<file path="src/rtl/fp_alu_sequencer.sv">
// rtl/fp_alu_sequencer.sv - command/response sequencer around a combinational FP ALU (optional FP_STICKY_FLAGS_EN)
module fp_alu_sequencer #(
    parameter int SETTLE_CYCLES = 2,
    parameter int TAG_W         = 4
) (
    input  logic             clk,
    input  logic             rst,
    input  logic             cmd_valid,
    output logic             cmd_ready,
    input  logic [31:0]      cmd_a,
    input  logic [31:0]      cmd_b,
    input  logic [1:0]       cmd_op,
    input  logic [TAG_W-1:0] cmd_tag,
    output logic [31:0]      alu_a,
    output logic [31:0]      alu_b,
    output logic [1:0]       alu_op,
    input  logic [31:0]      alu_result,
    input  logic             alu_exception,
    input  logic             alu_overflow,
    input  logic             alu_underflow,
    output logic             rsp_valid,
    input  logic             rsp_ready,
    output logic [31:0]      rsp_result,
    output logic [2:0]       rsp_flags,
    output logic [TAG_W-1:0] rsp_tag,
`ifdef FP_STICKY_FLAGS_EN
    input  logic             sticky_clr,
    output logic [2:0]       sticky_flags,
`endif
    output logic             busy
);

    generate
        if (SETTLE_CYCLES < 1 || SETTLE_CYCLES > 15) begin : g_bad_settle
            $error("SETTLE_CYCLES must be in 1..15");
        end
    endgenerate

    localparam logic [3:0] SETTLE_LOAD = 4'(SETTLE_CYCLES - 1);

    typedef enum logic [1:0] {
        IDLE   = 2'd0,
        SETTLE = 2'd1,
        DONE   = 2'd2
    } state_t;

    state_t           state;
    state_t           next_state;
    logic [3:0]       count;
    logic [TAG_W-1:0] tag_q;
    logic             accept;
    logic             capture;

    // State register
    always_ff @(posedge clk or posedge rst) begin
        if (rst) state <= IDLE;
        else     state <= next_state;
    end

    // Next-state and handshake outputs; every output depends on state only
    always_comb begin
        next_state = state;
        accept     = 1'b0;
        capture    = 1'b0;
        cmd_ready  = 1'b0;
        rsp_valid  = 1'b0;
        busy       = 1'b1;
        case (state)
            IDLE: begin
                cmd_ready = 1'b1;
                busy      = 1'b0;
                if (cmd_valid) begin
                    accept     = 1'b1;
                    next_state = SETTLE;
                end
            end
            SETTLE: begin
                if (count == 4'd0) begin
                    capture    = 1'b1;
                    next_state = DONE;
                end
            end
            DONE: begin
                rsp_valid = 1'b1;
                if (rsp_ready) next_state = IDLE;
            end
            default: begin
                next_state = IDLE;
            end
        endcase
    end

    // Settle counter: loaded on accept, counts down to the capture edge
    always_ff @(posedge clk or posedge rst) begin
        if (rst)                                count <= 4'd0;
        else if (accept)                        count <= SETTLE_LOAD;
        else if (state == SETTLE && count != 0) count <= count - 4'd1;
    end

    // Operand launch registers; they keep the last operands between commands
    always_ff @(posedge clk or posedge rst) begin
        if (rst) begin
            alu_a  <= 32'd0;
            alu_b  <= 32'd0;
            alu_op <= 2'b00;
            tag_q  <= '0;
        end else if (accept) begin
            alu_a  <= cmd_a;
            alu_b  <= cmd_b;
            alu_op <= cmd_op;
            tag_q  <= cmd_tag;
        end
    end

    // Response capture once the ALU has settled
    always_ff @(posedge clk or posedge rst) begin
        if (rst) begin
            rsp_result <= 32'd0;
            rsp_flags  <= 3'b000;
            rsp_tag    <= '0;
        end else if (capture) begin
            rsp_result <= alu_result;
            rsp_flags  <= {alu_exception, alu_overflow, alu_underflow};
            rsp_tag    <= tag_q;
        end
    end

`ifdef FP_STICKY_FLAGS_EN
    // Sticky flag accumulator; a clear coinciding with capture leaves just the new flags
    always_ff @(posedge clk or posedge rst) begin
        if (rst) begin
            sticky_flags <= 3'b000;
        end else if (sticky_clr) begin
            sticky_flags <= capture ? {alu_exception, alu_overflow, alu_underflow} : 3'b000;
        end else if (capture) begin
            sticky_flags <= sticky_flags | {alu_exception, alu_overflow, alu_underflow};
        end
    end
`endif

endmodule

</file>
<file path="config.mk">
export PLATFORM = sky130hd
export DESIGN_NAME = fp_alu_sequencer
export DESIGN_NICKNAME = d
export VERILOG_FILES = /design/src/rtl/fp_alu_sequencer.sv
export SDC_FILE = /design/constraint.sdc
export NUM_CORES = 1
export LEC_CHECK = 0
export ABC_AREA = 1
export BUFFER_PORTS_ARGS = -buffer_cell sky130_fd_sc_hd__buf_2
export CAP_MARGIN = 10
export CORE_MARGIN = 4
export CORE_UTILIZATION = 30
export CTS_BUF_LIST = sky130_fd_sc_hd__clkbuf_8
export DETAILED_ROUTE_END_ITERATION = 10
export PLACE_DENSITY = 0.56
export SYNTH_ARGS = -nofsm -noshare
export SYNTH_HDL_FRONTEND = slang
export SYNTH_SLANG_ARGS = --single-unit
</file>
<file path="constraint.sdc">
create_clock -name clk -period 3.9 [get_ports clk]
set_input_delay 0.195 -clock clk [delete_from_list [all_inputs] [get_ports clk]]
set_output_delay 0.195 -clock clk [all_outputs]
set_load 0.01 [all_outputs]
</file>
==> reports/metrics.cfg <==
[run_status]
status=finished clean

[cells_and_area]
syn_to_final_growth_pct=57.92
final_net_count=921
multi_input_area_mm2=0.001297
drive_gt1_share_pct=31.23
seqCellArea_mm2=0.002878
fin_area_mm2=0.007099
n_antenna_cell=0
filler_cell_count=1360
utilization_pct=48.66

[synthesis]
yosys_warnings=0
synthCells=499
synthDistinctLibCells=23
syn_area_mm2=0.004496
synthesis.nets=610
avgSynthCellArea_um2=9.009
synth_seq_cells=115
yosysSeqAreaShare_pct=64.01

[cts]
clock_sinks=115
clockRootBuffer=clkbuf_8
post-cts-setup-buffers=0
htree_levels=4
clk_pin_slew_ns=0.07
cts_buffers=17
max-clock-path-buffers=2
cts_tree=built
insertion_delay_ns=0.43
cts_resized=0

[setup_path]
critPathLaunch=state[0]$_DFFE_PP0P_
cp_slowest_stage_delay_ns=0.49
cp_max_fo=71
reg2reg_slack_ns=1.65
cp.arrival_ns=2.54
startpoint_type=flop
critPathRequiredTime_ns=4.19
crit_slowest_cell=buf_4
timing.rr.start=state[0]$_DFFE_PP0P_
critical_path.endpoint_type=flop
path_class=flop to flop
cp_cell_sequence=nor2_4 > nand2_4 > inv_2 > buf_4 > o21ai_0

[global_routing]
grt_max_degree=80
grt_pass1_vias=4377
antenna_found_initial=0
track_usage_pct=15.66
overflow=0
grt_pass1_wl_um=20840

[routing]
dr.pass1.iters=4
routed_wl_um=12890
antenna_left=0
routedWlPerCell_um=12.80
dr.first_iter.drc_count=171
vias=4237
viasPerCell=4.208
drc=0

[placement]
placed_cell_area_mm2=0.005692
dp_hpwl_um=8408
port_buffers=216
pre_cts_slack_ns=1.598
gp_congestion=0.7598

[timing]
setup_ws_ns=1.648
fmax_mhz=444.0
fin_worst_skew_ns=0.006225
fin_crit_ns=2.252
post-route-period-util_pct=57.76
worst_pin_slew_ns=0.7532
hold_violations=0
max_slew_margin_pct=49.78
rsz0062_at_grt=no
setup_viol=0
maxSlewViolCount=0
setup_tns_ns=0

[floorplan]
std_cell_rows=44
die-area_mm2=0.01701
die_w_um=130.4
ios=217
die_y_um=130.4
core_region_area_mm2=0.01459
start_util_pct=30.81

[pwr]
p_leak_uw=0.004040
p_per_area_mw_per_mm2=752.2
ir_drop_mv=0.2986

[worst_hold_path]
min_path_type=input port to flop
hold_start=alu_result[2]

[run]
cap_violations=0

==> metrics by stage <==
| stage | instances | hold slack (ns) | total power (µW) |
|---|---|---|---|
| after global placement | 879 | 0.2520 | 4037 |
| after detailed placement | 879 | 0.2588 | 4093 |
| after global routing | 1007 | 0.0009041 | 5815 |
| final | 1007 | 0.03387 | 5340 |
| after CTS | 1007 | 0.001325 | 5434 |
| after floorplan | 499 | 0.2813 | 3275 |
==> final timing paths <==
kind                                         endpoint  depth (start not counted)
max                              tag_q[1]$_DFFE_PP0P_                          5
min reg2reg                     alu_b[13]$_DFFE_PP0P_                          2
min                         rsp_result[2]$_DFFE_PP0P_                          3
max reg2reg                      tag_q[1]$_DFFE_PP0P_                          5
max in group asynchronous        alu_a[9]$_DFFE_PP0P_                          4
min in group asynchronous  rsp_result[23]$_DFFE_PP0P_                          3
==> final cells by class <==
class                           instances  share of cell area, %
Sequential cell                       115                  40.54
Inverter                               48                  2.573
Clock inverter                         11                  2.221
Multi-Input combinational cell        313                  18.28
Clock buffer                           21                  4.071
Tap cell                              184                  3.243
Timing Repair Buffer                  315                  29.08
==> sequential cells by signal, indices dropped and copies added, names as in the netlist <==
signal and count:
rsp_result 32, alu_op 2, tag_q 4, state 2
alu_a 32, count 4, rsp_tag 4, rsp_flags 3
alu_b 32
==> where the power goes <==
part,internal (µW),switching [µW],total [µW]
Combinational,814,1220,2030
Sequential,1770,310,2080
Clock,757,471,1230
==> cells by family after synthesis <==
| group | after synthesis | share of synthesized area [%] |
|---|---|---|
| fa+ha+maj | 2 | 0.5565 |
| buf+inv | 71 | 7.125 |
| flops | 115 | 64.01 |
| compound gates | 46 | 5.177 |
| simple gates | 264 | 22.93 |
| xor+xnor | 1 | 0.1949 |
==> routing by layer <==
| metal | vias up | share of wire [%] | GRT usage, % |
|---|---|---|---|
| met3 | 26 | 9.5 | 5.244 |
| met2 | 172 | 48 | 25.83 |
| met4 | 0 | 2.1 | 7.018 |
| li1 | 2122 | - | - |
| met5 | - | 0 | 0 |
| met1 | 1917 | 41 | 18.66 |
==> synth_stat cells (all sizes together) <==
cell / instances / area, µm²
a21oi: 1 / 5.000
buf: 16 / 112.6
clkbuf: 7 / 27.52
dfrtp: 115 / 2878
ha: 2 / 25.02
inv: 48 / 180.2
nand2: 254 / 960.9
nand3: 4 / 32.53
nand4: 1 / 6.260
nor2: 4 / 25.03
o21ai: 44 / 220.2
o31ai: 1 / 7.510
or2: 1 / 6.260
xor2: 1 / 8.760
==> critical path: cells and delay by family (launching register included) <==
kind	cells	cell delay (ns)
buf+inv	2	0.94
simple gates	2	0.54
flops	1	0.43
compound gates	1	0.14
==> cell usage in the layout (no fill, tap or decap), types with 2 or more instances in the layout <==
master	netlist	final
nand2_1	253	253
buf_2	6	216
dfrtp_1	115	115
dlygate4sd3_1	0	96
inv_1	46	47
o21ai_0	31	31
clkbuf_8	0	21
o21ai_1	13	13
bufinv_16	0	4
nand3_1	3	3
clkinv_2	0	3
buf_4	8	3
inv_2	2	2
nor2_1	2	2
ha_1	2	2
clkinvlp_4	0	2
==> timing repair <==
item	CTS	global route
hold endpoints to repair	130	0
hold buffers	96	0
endpoints found under the setup margin	0	0
Note: power is estimated with default switching activity, not from simulation.
